### src/rtl/bcd_down_timer.sv
// Packed-BCD countdown timer: preload with per-digit saturation, start/pause
// control, tick-paced decrement and a one-cycle expiry pulse.
module bcd_down_timer #(
  parameter int DIGITS = 4
) (
  input  logic                  ck,
  input  logic                  rst_s,
  input  logic                  load,
  input  logic [4*DIGITS-1:0]   load_val,
  input  logic                  start,
  input  logic                  pause,
  input  logic                  tick,
  output logic [4*DIGITS-1:0]   q,
  output logic                  running,
  output logic                  expired,
  output logic                  done,
  output logic                  zero
);

  localparam int W = 4 * DIGITS;

  typedef enum logic [1:0] {IDLE, RUN, HOLD, EXPIRED} state_e;

  state_e         state_q, state_d;
  logic [W-1:0]   cnt_q, cnt_d, cnt_dec;
  logic           running_q, running_d;
  logic           expired_q, expired_d;
  logic           done_q, done_d;

  function automatic logic [W-1:0] sat_bcd(input logic [W-1:0] v);
    logic [W-1:0] r;
    r = '0;
    for (int i = 0; i < DIGITS; i++)
      r[4*i +: 4] = (v[4*i +: 4] > 4'd9) ? 4'd9 : v[4*i +: 4];
    return r;
  endfunction

  // Borrow ripples through every digit in one cycle: 0 -> 9 keeps borrowing.
  function automatic logic [W-1:0] dec_bcd(input logic [W-1:0] v);
    logic [W-1:0] r;
    logic         borrow;
    r      = v;
    borrow = 1'b1;
    for (int i = 0; i < DIGITS; i++) begin
      if (borrow) begin
        if (v[4*i +: 4] == 4'd0) begin
          r[4*i +: 4] = 4'd9;
        end else begin
          r[4*i +: 4] = v[4*i +: 4] - 4'd1;
          borrow      = 1'b0;
        end
      end
    end
    return r;
  endfunction

  assign cnt_dec = dec_bcd(cnt_q);

  always_comb begin
    state_d = state_q;
    cnt_d   = cnt_q;
    done_d  = 1'b0;
    if (load) begin
      cnt_d   = sat_bcd(load_val);
      state_d = IDLE;
    end else begin
      unique case (state_q)
        IDLE:    if (!pause && start && (cnt_q != '0)) state_d = RUN;
        RUN: begin
          if (pause) begin
            state_d = HOLD;
          end else if (tick) begin
            cnt_d = cnt_dec;
            if (cnt_dec == '0) begin
              state_d = EXPIRED;
              done_d  = 1'b1;
            end
          end
        end
        HOLD:    if (!pause && start) state_d = RUN;
        EXPIRED: state_d = EXPIRED;
        default: state_d = IDLE;
      endcase
    end
    running_d = (state_d == RUN);
    expired_d = (state_d == EXPIRED);
  end

  always_ff @(posedge ck or posedge rst_s) begin
    if (rst_s) begin
      state_q   <= IDLE;
      cnt_q     <= '0;
      running_q <= 1'b0;
      expired_q <= 1'b0;
      done_q    <= 1'b0;
    end else begin
      state_q   <= state_d;
      cnt_q     <= cnt_d;
      running_q <= running_d;
      expired_q <= expired_d;
      done_q    <= done_d;
    end
  end

  assign q       = cnt_q;
  assign running = running_q;
  assign expired = expired_q;
  assign done    = done_q;
  assign zero    = (cnt_q == '0);

endmodule

### config.mk
export PLATFORM = sky130hd
export DESIGN_NAME = bcd_down_timer
export DESIGN_NICKNAME = d
export VERILOG_FILES = /design/src/rtl/bcd_down_timer.sv
export SDC_FILE = /design/constraint.sdc
export NUM_CORES = 1
export LEC_CHECK = 0
export BUFFER_PORTS_ARGS = -buffer_cell sky130_fd_sc_hd__buf_2
export CAP_MARGIN = 20
export CORE_MARGIN = 4
export CORE_UTILIZATION = 50
export CTS_CLUSTER_DIAMETER = 120
export DETAILED_ROUTE_END_ITERATION = 10
export GPL_TIMING_DRIVEN = 0
export PLACE_DENSITY_LB_ADDON = 0.2
export SLEW_MARGIN = 0
export SYNTH_ARGS = -nofsm -noshare
export SYNTH_HDL_FRONTEND = slang
export SYNTH_SLANG_ARGS = --single-unit
### constraint.sdc
create_clock -name ck -period 2.4 [get_ports ck]
set_input_delay 0.12 -clock ck [delete_from_list [all_inputs] [get_ports ck]]
set_output_delay 0.12 -clock ck [all_outputs]
set_load 0.01 [all_outputs]
==> impl_metrics.env, run 1 <==
export IMPL_cp_end_kind="output pin"
export IMPL_critPathLaunchType="flop"
export IMPL_clock_sinks=21
export IMPL_p_leak_uw=0.0006756
export IMPL_power_share_switching_pct=31.86
export IMPL_final_cell_mix="41 x buf_2, 21 x dfrtp_1, 19 x nor2_1"
export IMPL_ant_nets=0
export IMPL_synth_top_cell_by_area="dfrtp_1"
export IMPL_fmax_ghz=0.4988
export IMPL_vias_per_cell=5.592
export IMPL_die_width_um=58.03
export IMPL_critical_path_arrival_ps=1880
export IMPL_fin_skew_ps=3.173
export IMPL_cp_max_fo=8
export IMPL_grt_max_degree=22
export IMPL_hold_viol=0
export IMPL_fin_setup_tns_ps=0
export IMPL_clkPwrFrac_pct=22.4
export IMPL_final_area_sq_um=1523
export IMPL_synth_top_cell_area_share_pct=42.00
export IMPL_cts_htree_levels=1
export IMPL_final_cells=211
export IMPL_clock_path_buffers=2
export IMPL_placed_area_sq_um=1486
export IMPL_period_needed_ps=2005
export IMPL_nNetsFinal=206
export IMPL_total_power_uw=770.0
export IMPL_run_status="finished clean"
export IMPL_synth_edf_count=0
export IMPL_setup_viol=0
export IMPL_cts_tree="done"
export IMPL_dpl_hpwl_mm=2.232
export IMPL_worstPathRequired_ps=2280
export IMPL_synth_area_top_cells="dfrtp_1 42%, o21ai_0 6.0%, nor2_1 5.7%"
export IMPL_grt_pass1_wl_mm=4.823
export IMPL_final_common_cell="buf_2"
export IMPL_post_drt_wl_per_cell_um=13.86
export IMPL_syn_avg_cell_area_sq_um=9.067
export IMPL_row_count=17
export IMPL_path_clk_slew_ps=120
export IMPL_p_per_area_nw_per_um2=505.7
export IMPL_relSlewSlack_pct=46.08
export IMPL_numCtsBuffers=3
export IMPL_finalCritPeriodShare_pct=83.54
export IMPL_fp_dieH_um=58.03
export IMPL_grt_use_total_pct=18.15
export IMPL_die_area_sq_um=3367
export IMPL_diodes=0
export IMPL_first_pass_iters=4
export IMPL_drtIter0Drc=33
export IMPL_dp_cells=206
export IMPL_hp_class="in2reg"
export IMPL_ys_seq_area_share_pct=42.00
export IMPL_start_util_pct=54.47
export IMPL_drive_gt1_share_pct=29.51
export IMPL_syn_inst=138
export IMPL_io_buffers=40
export IMPL_num_vias=1180
export IMPL_synth_seq_cells=21
export IMPL_ys_types=39
export IMPL_rsz0062_at_grt="no"
export IMPL_yosysWarnings=0
export IMPL_core_area_sq_um=2297
export IMPL_drcViolationCount=0
export IMPL_power_frac_comb_pct=22.6
export IMPL_place_congestion=0.7583
export IMPL_worstMarginPinSlew_ps=807.9
export IMPL_cts_resized=0
export IMPL_grt_pass1_vias=1098
export IMPL_pin_count=42
export IMPL_p_int_uw=524.7
export IMPL_syn_nets=160
export IMPL_crit_type="reg2out"
export IMPL_slew_viol_final=0
export IMPL_clock_latency_ps=300
export IMPL_cts_root_buf="clkbuf_4"
export IMPL_synthFlopType="dfrtp_1"
export IMPL_cap_violations=0
export IMPL_syn_area_sq_um=1251
export IMPL_p_switching_uw=245.3
export IMPL_drt_wl_total_mm=2.925
export IMPL_grt_ovfl_total=0
export IMPL_area_delta_synth_final_pct=21.70
export IMPL_grt_antenna_before_repair=0
export IMPL_synthArstFlopShare_pct=100.0
export IMPL_peakVddDrop_v=0.0003017
export IMPL_seq_power_share_pct=55.0
[worst max-delay path, cell delays in order, from the launching register on]
cell and delay, ps:
dfrtp_1 450, nor4_4 500, nand2_1 200, nor4_4 260, buf_2 170
[flip-flops by register name (all words and copies together) (netlist names)]
register	count
done	1
expired	1
q	16
running	1
state_q	2
[metrics by stage]
step	util [%]	hold WS, ps	worst slack [ps]
5_1_grt	66.29	18.60	240.8
3_3_place_gp	64.71	296.1	602.0
6_report	66.29	24.44	395.0
3_5_place_dp	64.71	319.3	581.0
2_1_floorplan	-	96.53	610.2
4_1_cts	66.29	16.37	403.1
[kinds of logic (layout without fill, tap and decap cells)]
| family | after synthesis | count (layout) | share of synthesized area (%) |
|---|---|---|---|
| multiplexers | 3 | 3 | 2.400 |
| AND/OR/NAND/NOR | 59 | 59 | 28.30 |
| AO/OA/AOI/OAI | 39 | 39 | 19.00 |
| XOR/XNOR | 7 | 7 | 4.900 |
| buffers and inverters | 9 | 54 | 3.399 |
| flip-flops | 21 | 21 | 42.00 |
[cell usage after synthesis (2+ instances only)]
library cell and number:
o22ai_1 2, o21a_1 5, nor4_4 3, nand4_1 3
xor2_1 2, mux2i_1 3, clkbuf_1 3, nand3_1 2
nor3_1 4, o21ai_0 15, inv_1 4, nand2b_1 2
nor2b_1 3, dfrtp_1 21, a21oi_1 8, xnor2_1 5
nor2_1 19, nand2_1 12, nor4b_1 2
[path summary, 6_finish.rpt]
path	from	to	slack, ps	cells past startpoint
max	q[4]$_DFFE_PP0P_	zero	400	4
min	load_val[3]	q[2]$_DFFE_PP0P_	20	2
max reg2reg	q[4]$_DFFE_PP0P_	running$_DFF_PP0_	530	5
min reg2reg	q[12]$_DFFE_PP0P_	q[12]$_DFFE_PP0P_	650	2
max in group asynchronous	rst_s	q[13]$_DFFE_PP0P_	1400	3
min in group asynchronous	rst_s	running$_DFF_PP0_	500	3
[metal layers]
metal / wire length, um / GRT usage [%] / share of wire (%) / up-vias
met1: 1326 / 23.22 / 45 / 546
li1: - / - / - / 597
met5: 0 / 0 / 0 / -
met3: 181 / 2.895 / 6.2 / 2
met4: 19 / 2.980 / 0.65 / 0
met2: 1398 / 32.58 / 48 / 35
[cell type report]
cell class	count	area, sq um
plain buffers	5	27.53
clock buffers	4	26.28
fillers	218	774.5
inverters	4	15.01
multi-input cells	108	683.2
flip-flops and latches	21	525.5
well taps	28	35.03
repair buffers	41	210.2
[power groups by stage]
stage | clock, uW | sequential (uW) | combinational [uW]
after floorplan | 0 | 437 | 95.9
after global placement | 0 | 428 | 169
after detailed placement | 0 | 430 | 173
after CTS | 178 | 423 | 176
after global routing | 192 | 430 | 195
final | 173 | 424 | 174
[repair_timing]
item                                    4_1_cts  5_1_grt
setup buffers                                 0        0
endpoints found under the setup margin        0        0
hold buffers                                  1        0
hold endpoints to repair                     21        0
(Power assumes the default switching activity.)
==> run 2, diff against run 1 <==
--- a/config.mk
+++ b/config.mk
@@ -8,7 +8,7 @@
 export BUFFER_PORTS_ARGS = -buffer_cell sky130_fd_sc_hd__buf_2
 export CAP_MARGIN = 20
 export CORE_MARGIN = 4
-export CORE_UTILIZATION = 50
+export CORE_UTILIZATION = 49
 export CTS_CLUSTER_DIAMETER = 120
 export DETAILED_ROUTE_END_ITERATION = 10
 export GPL_TIMING_DRIVEN = 0
==> constraint.sdc (replaced) <==
create_clock -name ck -period 2 [get_ports ck]
set_input_delay 0.1 -clock ck [delete_from_list [all_inputs] [get_ports ck]]
set_output_delay 0.1 -clock ck [all_outputs]
set_load 0.01 [all_outputs]
==> impl_metrics.env, run 2 (same netlist as run 1, synthesis figures left out) <==
export IMPL_run_status="finished clean"
export IMPL_final_area_sq_um=1563
export IMPL_cts_root_buf="clkbuf_4"
export IMPL_setup_viol=0
export IMPL_worstPathRequired_ps=1900
export IMPL_drt_wl_total_mm=2.944
export IMPL_reg2regPathDepth=6
export IMPL_drcViolationCount=0
export IMPL_core_area_sq_um=2455
export IMPL_crit_end="zero"
export IMPL_final_common_cell="buf_2"
export IMPL_slew_viol_final=0
export IMPL_critical_path_arrival_ps=1790
export IMPL_p_per_area_nw_per_um2=601.9
export IMPL_fin_setup_tns_ps=0
export IMPL_critPathBufInv=1
export IMPL_finalCritPeriodShare_pct=94.55
export IMPL_grt_use_total_pct=18.80
export IMPL_grt_pass1_wl_mm=4.905
export IMPL_p_switching_uw=301.5
export IMPL_vias_per_cell=5.493
export IMPL_crit_slowest_cell="dfrtp_1"
export IMPL_crit_start="q[5]$_DFFE_PP0P_"
export IMPL_drtIter0Drc=57
export IMPL_power_frac_comb_pct=23.5
export IMPL_dp_cells=208
export IMPL_cp_max_fo=5
export IMPL_crit_family="simple AND/OR/NAND/NOR gates"
export IMPL_cp_end_kind="output pin"
export IMPL_clock_path_buffers=2
export IMPL_period_needed_ps=1891
export IMPL_num_vias=1192
export IMPL_final_cell_mix="41 x buf_2, 21 x dfrtp_1, 19 x nor2_1"
export IMPL_die_width_um=58.53
export IMPL_worstMarginPinSlew_ps=787.6
export IMPL_io_buffers=40
export IMPL_start_util_pct=50.97
export IMPL_hold_viol=0
export IMPL_peakVddDrop_v=0.0004101
export IMPL_place_congestion=0.8273
export IMPL_die_area_sq_um=3426
export IMPL_pin_count=42
export IMPL_first_pass_iters=4
export IMPL_ant_nets=0
export IMPL_p_int_uw=639.1
export IMPL_seq_power_share_pct=54.2
export IMPL_path_cells="nor4_4, nand2_1, nor4_4, buf_2"
export IMPL_worst_hold_slack_ps=9.827
export IMPL_cap_violations=0
export IMPL_grt_ovfl_total=0
export IMPL_critPathLaunchType="flop"
export IMPL_r2r_start="q[5]$_DFFE_PP0P_"
export IMPL_grt_pass1_vias=1148
export IMPL_reg2reg_to="q[13]$_DFFE_PP0P_"
export IMPL_post_drt_wl_per_cell_um=13.57
export IMPL_grt_antenna_before_repair=0
export IMPL_fmax_ghz=0.5288
export IMPL_path_clk_slew_ps=120
export IMPL_area_delta_synth_final_pct=24.90
export IMPL_clock_latency_ps=310
export IMPL_clock_sinks=21
export IMPL_cts_htree_levels=1
export IMPL_relSlewSlack_pct=47.43
export IMPL_placed_area_sq_um=1489
export IMPL_r2r_setup_slack_ps=140
export IMPL_nFillCells=230
export IMPL_dpl_hpwl_mm=2.164
export IMPL_fp_dieH_um=58.53
export IMPL_row_count=18
export IMPL_diodes=0
export IMPL_drive_gt1_share_pct=31.02
export IMPL_power_share_switching_pct=32.06
export IMPL_fin_skew_ps=5.270
export IMPL_hp_class="in2reg"
export IMPL_utilization_pct=63.66
export IMPL_numCtsBuffers=3
export IMPL_cts_tree="done"
export IMPL_p_leak_uw=0.0006963
export IMPL_grt_max_degree=22
export IMPL_nNetsFinal=210
export IMPL_clkPwrFrac_pct=22.2
export IMPL_cp_depth=4
export IMPL_largest_register_ffs=16
export IMPL_crit_type="reg2out"
export IMPL_cpPeakStageDelay_ps=450
export IMPL_final_cells=217
export IMPL_cpMostUsedCell="nor4_4"
[run 2: changes by cell type in the layout (fill, tap and decap cells not counted)]
cell and delta:
dlygate4sd3_1 +1, buf_4 +3, nor3_2 +1, nor3_1 -1
[run 2: worst register-to-register path, stage by stage (launching register included)]
cell     delay (ps)
dfrtp_1         450
nor4_4          430
buf_4           190
nand4_1         160
o31a_1          290
nor3_1          150
a21oi_1          60
[run 2: power groups by stage]
stage                     combinational (uW)  clock, uW  sequential (uW)
after detailed placement                 208          0              517
after floorplan                          115          0              524
after global routing                     247        233              517
final                                    221        209              510
after CTS                                212        213              509
after global placement                   202          0              514
[run 2: routing by layer]
layer	vias to the layer above	routed length, um	track usage (%)
li1	596	-	-
met2	38	1385	30.62
met4	0	63	9.934
met3	9	193	3.289
met5	-	0	0
met1	549	1302	23.71
[run 2: worst min-delay path by stage]
| stage | from | endpoint | depth (start not counted) |
|---|---|---|---|
| 2_1_floorplan | rst_s | done$_DFF_PP0_ | 1 |
| 3_3_place_gp | rst_s | done$_DFF_PP0_ | 2 |
| 3_5_place_dp | rst_s | running$_DFF_PP0_ | 2 |
| 4_1_cts | load_val[6] | q[6]$_DFFE_PP0P_ | 3 |
| 5_1_grt | load_val[9] | q[9]$_DFFE_PP0P_ | 3 |
| 6_report | load_val[6] | q[6]$_DFFE_PP0P_ | 3 |
[run 2: timing repair]
action / in CTS / in global routing
resized for setup: 0 / 1
setup endpoints to repair: 0 / 3
setup buffers: 0 / 3
hold buffers: 2 / 0
hold endpoints to repair: 22 / 0
[run 2: area by class of cell]
type | count | area, sq um | area share, %
well taps | 30 | 37.54 | 2.402
repair buffers | 45 | 242.7 | 15.53
plain buffers | 5 | 27.53 | 1.761
inverters | 4 | 15.01 | 0.9608
clock buffers | 4 | 26.28 | 1.681
multi-input cells | 108 | 688.2 | 44.04
flip-flops and latches | 21 | 525.5 | 33.63
[run 2: metrics by stage]
| step | power (uW) | setup WS [ps] |
|---|---|---|
| after detailed placement | 724.5 | 193.3 |
| final | 940.6 | 109.0 |
| after global placement | 716.3 | 213.4 |
| after global routing | 997.1 | -39.67 |
| after floorplan | 639.6 | 210.2 |
| after CTS | 933.5 | 22.02 |
